<file path="src/rtl/prog_loader.sv">
// prog_loader: streams boot instruction words into imem and holds the CPU in start-up until loaded.
// Optional load checksum verification is enabled by defining PROG_LOADER_CHECKSUM_EN.
module prog_loader #(
    parameter logic [31:0] ADDR_BASE   = 32'h0040_0000,
    parameter int unsigned DEPTH_LOG2  = 10,
    parameter int unsigned HOLD_CYCLES = 2
) (
    input  logic                clk,
    input  logic                start_up,
    input  logic                load_req,
    input  logic [DEPTH_LOG2:0] load_len,
    input  logic                s_valid,
    input  logic [31:0]         s_data,
    output logic                s_ready,
    output logic                imem_we,
    output logic [31:0]         imem_addr,
    output logic [31:0]         imem_wdata,
    output logic                cpu_start_up,
    output logic                busy,
    output logic                done,
    output logic                err,
    output logic [DEPTH_LOG2:0] word_count
`ifdef PROG_LOADER_CHECKSUM_EN
    ,
    input  logic [31:0]         exp_sum,
    output logic [31:0]         chk_sum
`endif
);

    localparam int unsigned CW      = DEPTH_LOG2 + 1;
    localparam logic [31:0] MAX_LEN = 32'(1) << DEPTH_LOG2;

    typedef enum logic [1:0] {
        S_IDLE,
        S_LOAD,
        S_HOLD,
        S_RUN
    } state_t;

    state_t          r_state;
    state_t          r_next;
    logic [CW-1:0]   r_len;
    logic [CW-1:0]   r_word_count;
    logic            r_err;
    logic            r_we;
    logic [31:0]     r_addr;
    logic [31:0]     r_wdata;
    logic [3:0]      r_hold_cnt;
    logic            r_done;
`ifdef PROG_LOADER_CHECKSUM_EN
    logic [31:0]     r_sum;
    logic [31:0]     r_exp;
    logic [31:0]     w_sum_nxt;
`endif

    logic            w_req_ok;
    logic            w_can_start;
    logic            w_start;
    logic            w_bad_req;
    logic            w_ready;
    logic            w_hs;
    logic [CW-1:0]   w_count_nxt;
    logic            w_last;
    logic            w_sum_bad;
    logic            w_hold_end;

    always_comb begin
        w_req_ok    = (32'(load_len) >= 32'd1) && (32'(load_len) <= MAX_LEN);
        w_can_start = (r_state == S_IDLE) || (r_state == S_RUN);
        w_start     = load_req && w_req_ok && w_can_start;
        w_bad_req   = load_req && !w_req_ok && w_can_start;
        w_ready     = (r_state == S_LOAD) && (r_word_count < r_len);
        w_hs        = w_ready && s_valid;
        w_count_nxt = r_word_count + CW'(1);
        w_last      = w_hs && (w_count_nxt == r_len);
`ifdef PROG_LOADER_CHECKSUM_EN
        w_sum_nxt   = r_sum + s_data;
        w_sum_bad   = w_last && (w_sum_nxt != r_exp);
`else
        w_sum_bad   = 1'b0;
`endif
        w_hold_end  = (r_hold_cnt == 4'(HOLD_CYCLES - 1));

        r_next       = r_state;
        s_ready      = w_ready;
        cpu_start_up = (r_state != S_RUN);
        busy         = (r_state == S_LOAD) || (r_state == S_HOLD);

        case (r_state)
            S_IDLE: if (w_start) r_next = S_LOAD;
            S_LOAD: if (w_last) r_next = w_sum_bad ? S_IDLE : S_HOLD;
            S_HOLD: if (w_hold_end) r_next = S_RUN;
            S_RUN:  if (w_start) r_next = S_LOAD;
            default: r_next = S_IDLE;
        endcase
    end

    always_ff @(posedge clk) begin
        if (start_up) r_state <= S_IDLE;
        else          r_state <= r_next;
    end

    // The write is registered: a handshake this cycle lands on imem next cycle.
    always_ff @(posedge clk) begin
        if (start_up) begin
            r_len        <= '0;
            r_word_count <= '0;
            r_err        <= 1'b0;
            r_we         <= 1'b0;
            r_addr       <= ADDR_BASE;
            r_wdata      <= '0;
            r_hold_cnt   <= '0;
            r_done       <= 1'b0;
`ifdef PROG_LOADER_CHECKSUM_EN
            r_sum        <= '0;
            r_exp        <= '0;
`endif
        end else begin
            r_we   <= w_hs;
            r_done <= (r_state == S_HOLD) && w_hold_end;

            if (r_state == S_HOLD) r_hold_cnt <= r_hold_cnt + 4'd1;
            else                   r_hold_cnt <= '0;

            if (w_hs) begin
                r_addr       <= ADDR_BASE + (32'(r_word_count) << 2);
                r_wdata      <= s_data;
                r_word_count <= w_count_nxt;
`ifdef PROG_LOADER_CHECKSUM_EN
                r_sum        <= w_sum_nxt;
`endif
            end

            if (w_start) begin
                r_len        <= load_len;
                r_word_count <= '0;
                r_err        <= 1'b0;
`ifdef PROG_LOADER_CHECKSUM_EN
                r_sum        <= '0;
                r_exp        <= exp_sum;
`endif
            end

            if (w_bad_req || w_sum_bad) r_err <= 1'b1;
        end
    end

    assign imem_we    = r_we;
    assign imem_addr  = r_addr;
    assign imem_wdata = r_wdata;
    assign done       = r_done;
    assign err        = r_err;
    assign word_count = r_word_count;
`ifdef PROG_LOADER_CHECKSUM_EN
    assign chk_sum    = r_sum;
`endif

endmodule

</file>
<file path="config.mk">
export PLATFORM = sky130hd
export DESIGN_NAME = prog_loader
export DESIGN_NICKNAME = d
export VERILOG_FILES = /design/src/rtl/prog_loader.sv
export SDC_FILE = /design/constraint.sdc
export NUM_CORES = 1
export LEC_CHECK = 0
export ABC_AREA = 1
export CAP_MARGIN = 20
export CORE_MARGIN = 2
export CORE_UTILIZATION = 50
export CTS_BUF_LIST = sky130_fd_sc_hd__clkbuf_4 sky130_fd_sc_hd__clkbuf_8
export DETAILED_ROUTE_END_ITERATION = 8
export HOLD_SLACK_MARGIN = 0.15
export PLACE_DENSITY = 0.91
export SLEW_MARGIN = 20
export SYNTH_ARGS = -nofsm -noshare
export SYNTH_HDL_FRONTEND = slang
export SYNTH_SLANG_ARGS = --single-unit
</file>
<file path="constraint.sdc">
create_clock -name clk -period 2.7 [get_ports clk]
set_clock_uncertainty 0.1 [all_clocks]
set_input_delay 0.405 -clock clk [delete_from_list [all_inputs] [get_ports clk]]
set_output_delay 0.405 -clock clk [all_outputs]
set_load 0.02 [all_outputs]
</file>
==> results.md <==
- Counting cells, the worst reg-to-reg path comes to 9.
- Timing would allow up to 399.7 MHz.
- The number of stages on the worst hold path is 1.
- The root buffer selected by CTS is sky130_fd_sc_hd__clkbuf_8.
- The finished layout holds about 700 standard cells, fillers aside.
- Setup repair after global routing left no endpoint under its margin.
- The final core utilization is between 70 and 80%.
- The commonest register cell after synthesis is sky130_fd_sc_hd__dfxtp_1.
- The tool flagged a number of max-cap violations equal to 0.
- Summing every instance area after synthesis gives roughly 3600 sq um.
- The synthesized design spends more area on one cell type than any other, namely sky130_fd_sc_hd__dfxtp_1.
- By area the synthesized netlist is led by sky130_fd_sc_hd__dfxtp_1, sky130_fd_sc_hd__nor2_1, sky130_fd_sc_hd__o21ai_0.
- The share of total power dissipated in the clock network is between 10% and 20%.
- The worst setup path is captured at an output port.
- The remaining design rule violation count is 0.
- The count of final max-slew check failures was 0.
- The number of setup violations in the final report is 0.
- Dividing the detail-routed wire length by the instance count gives about 13 um.
- The timing endpoint of the critical path is s_ready.
- In this run, flip-flops and latches consume around 36% of the power.
- The floorplan has 30 rows.
- The cell leakage power is 0.001980 uW.
- For this design, the sink count on the clock tree is 74.
- The share of the yosys chip area belonging to registers is between 40% and 50%.
- The total via count after detailed routing is approximately 3.5k.
- The number of register bits inferred by synthesis is 74.
- Setup slack on the worst reg-to-reg path comes out at roughly 0.40 ns.
- After synthesis, the share of flip-flops with an asynchronous set or reset is 0%.
- The area inside the core boundary is between 6000 and 7000 sq um.
- The worst register-to-register path begins at word_count[8].
- The global-route total usage across every layer is between 20% and 30%.
- The worst hold path belongs to the class register to register.
- The initial antenna violation count was 0.
- After clock tree synthesis, the setup repair step added 0 buffers.
- The power per unit of standard cell area is approximately 930 nW/um^2.
- The repair_antennas step left the layout with diodes totalling 0.
- The CTS tree is yes.
- The run finished with clean final reports.
- The sum of routed wire length over all layers is 8918 um.
- In this run, distinct cell masters in the synthesized netlist total 28.
- The final cycle utilization of the critical path is roughly 93%.
- The number of hold-slack violations in the final timing report came to 0.
- VDD sags by at most around 0.5 mV.
- The die height is slightly below 90 um.
- The total of fill cells in the finished design is around 570.
- Gates resized during post-CTS repair numbered 1.
- The proportion of total power due to net switching is between 40 and 50%.
- The data arrival time of the worst path is 2.00 ns.
- Counting tap cells, the placed design contains a total of 680 instances.
- The fraction of final layout cells with drive strength greater than 1 is under 10%.
- The overall overflow remaining after global route is 0.
- The combinational power share is slightly below 50%.
- The number of enable-type register cells in the synthesized netlist is 0.
- The area growth from synthesis to layout is 35.21%.
- The critical path required time is ~2.2 ns.
- Clock-pin slew was measured on the worst setup and hold paths at around 0.070 ns.
- Using the TritonRoute via totals, the vias-per-cell ratio works out to between 5 and 6.
- For this design, the CTS-stage hold fixing added 0 buffers.
- The first routing iteration left 261 violations.
- The H-tree depth is 3.
- The clock latency on the worst-skew pair is 0.34 ns.
- The die width is about 88 um.
- The internal power of the cells totals about 2600 uW.
- The initial utilization of the core area, before any placement, comes to a little over half.
- The maximum fanout count along the critical path is 3.
- The capture point of the worst reg-to-reg path is word_count[1].
- STA classifies the critical path startpoint as a register.
- The largest buffer count on any clock path is 2.
- The floorplan step defined a die boundary enclosing between 7000 and 8000 sq um.
- The share of Yosys cell area claimed by the top area cell type is between 40% and 50%.
- The first-pass GRT wire length is roughly 14,000 um.
- The net switching power figure is about 1800 uW.
- After technology mapping, the gate count stands at roughly 490.
- The via count of the first global-routing pass is around 3.3k.
- A synthesized cell averages 7.267 sq um.
- The post-layout net count is 660.
- The number of warnings issued by yosys is 0.
- Sorting the synthesized cells by how often they occur yields sky130_fd_sc_hd__nor2_1, sky130_fd_sc_hd__dfxtp_1, sky130_fd_sc_hd__nand2_1, sky130_fd_sc_hd__o21ai_0, sky130_fd_sc_hd__inv_1.
- The length of the first detailed-routing pass in iterations is 5.
- The most frequently used cell type in the post-synthesis netlist is sky130_fd_sc_hd__nor2_1.
- The number of port buffers is 106.
- The detail route stage leaves a number of antenna-violating nets equal to 0.
- During I/O placement, the number of pins put on the boundary was roughly 130.
- The congestion estimate from routability-driven global placement came to ~1.0.
- The number of clock buffers added by TritonCTS is 9.
- The total half-perimeter wirelength after legalization and detailed placement is 6857 um.
- After routing, the total negative slack on setup checks comes to 0 ns.
- The worst setup path startpoint is r_len[10].
- The largest net degree at the start of global routing is 50.
- The routed design could run at a clock period as short as ~2.5 ns.
- The type of the worst setup path is register to output port.
per-layer routing:
layer	GRT usage [%]	vias to the layer above	routed length (um)
li1	-	1752	-
met1	26.91	1551	3555
met2	40.40	158	4293
met3	7.743	25	811
met4	12.12	0	257
met5	0	-	0
power groups by stage:
stage               sequential, uW  clock (uW)  combinational (uW)
CTS                           1580         747                2150
finish                        1580         730                2140
global placement              1590           0                2080
detailed placement            1610           0                2140
global route                  1620         791                2360
floorplan                     1860           0                1030
cell families (layout without fill, tap and decap cells):
group | count (synthesis) | count (layout) | share of synthesized area [%]
other cells | 2 | 21 | 0.2113
xor+xnor | 1 | 1 | 0.2465
simple gates | 211 | 211 | 25.04
buf+inv | 84 | 175 | 11.69
fa+ha+maj | 18 | 18 | 6.338
flops | 74 | 74 | 41.69
compound gates | 99 | 99 | 14.79
worst min path at each step:
stage	startpoint	slack, ns	to
final	r_hold_cnt[0]	0.37	r_hold_cnt[0]
after global routing	imem_wdata[2]	0.40	imem_wdata[2]
after CTS	r_hold_cnt[0]	0.37	r_hold_cnt[0]
after detailed placement	r_hold_cnt[0]	0.36	r_hold_cnt[0]
after global placement	r_hold_cnt[0]	0.35	r_hold_cnt[0]
after floorplan	r_hold_cnt[0]	0.33	r_hold_cnt[0]
critical path: stages, from the launching register on:
cell,delay [ns]
sky130_fd_sc_hd__dfxtp_1,0.34
sky130_fd_sc_hd__inv_1,0.09
sky130_fd_sc_hd__ha_1,0.30
sky130_fd_sc_hd__nand2_1,0.07
sky130_fd_sc_hd__nor2_1,0.18
sky130_fd_sc_hd__inv_1,0.06
sky130_fd_sc_hd__nor2_1,0.11
sky130_fd_sc_hd__nand2_1,0.09
sky130_fd_sc_hd__nand3_1,0.08
sky130_fd_sc_hd__inv_1,0.04
sky130_fd_sc_hd__dlygate4sd2_1,0.31
registers in the layout, indices dropped and copies added, names as in the netlist:
signal,count
imem_wdata,32
imem_addr,11
r_len,11
word_count,11
r_hold_cnt,4
r_state,2
done,1
err,1
imem_we,1
final cells by class:
| cell class | count | area, sq um | area share, % |
|---|---|---|---|
| Clock inverter | 4 | 20.02 | 0.4167 |
| Clock buffer | 11 | 138.9 | 2.891 |
| Sequential cell | 74 | 1481 | 30.83 |
| Tap cell | 96 | 120.1 | 2.500 |
| Inverter | 43 | 161.4 | 3.359 |
| Multi-Input combinational cell | 350 | 1728 | 35.96 |
| Timing Repair Buffer | 117 | 1155 | 24.04 |
placed cells by master, fill, tap and decap left out, drive strengths merged, types with 2 or more instances in the layout:
cell type | synthesis | final
nor2 | 107 | 107
clkdlybuf4s50 | 0 | 105
dfxtp | 74 | 74
nand2 | 64 | 64
o21ai | 58 | 58
inv | 43 | 43
nand3 | 32 | 32
a21oi | 29 | 29
conb | 2 | 21
ha | 18 | 18
buf | 29 | 11
clkbuf | 12 | 11
a211oi | 10 | 10
clkinv | 0 | 4
nand4 | 4 | 4
nor3 | 2 | 2
through the flow:
stage	setup WS [ns]	hold slack (ns)	power [uW]	area (sq um)
3_3_place_gp	0.3369	0.3484	3673	4647
6_report	0.1980	0.3741	4458	4805
5_1_grt	0.01734	0.4039	4774	4805
2_1_floorplan	0.7080	0.3337	2892	3625
4_1_cts	0.1895	0.3743	4478	4805
3_5_place_dp	0.2886	0.3572	3748	4647
Power figures use the tool's default switching activity.
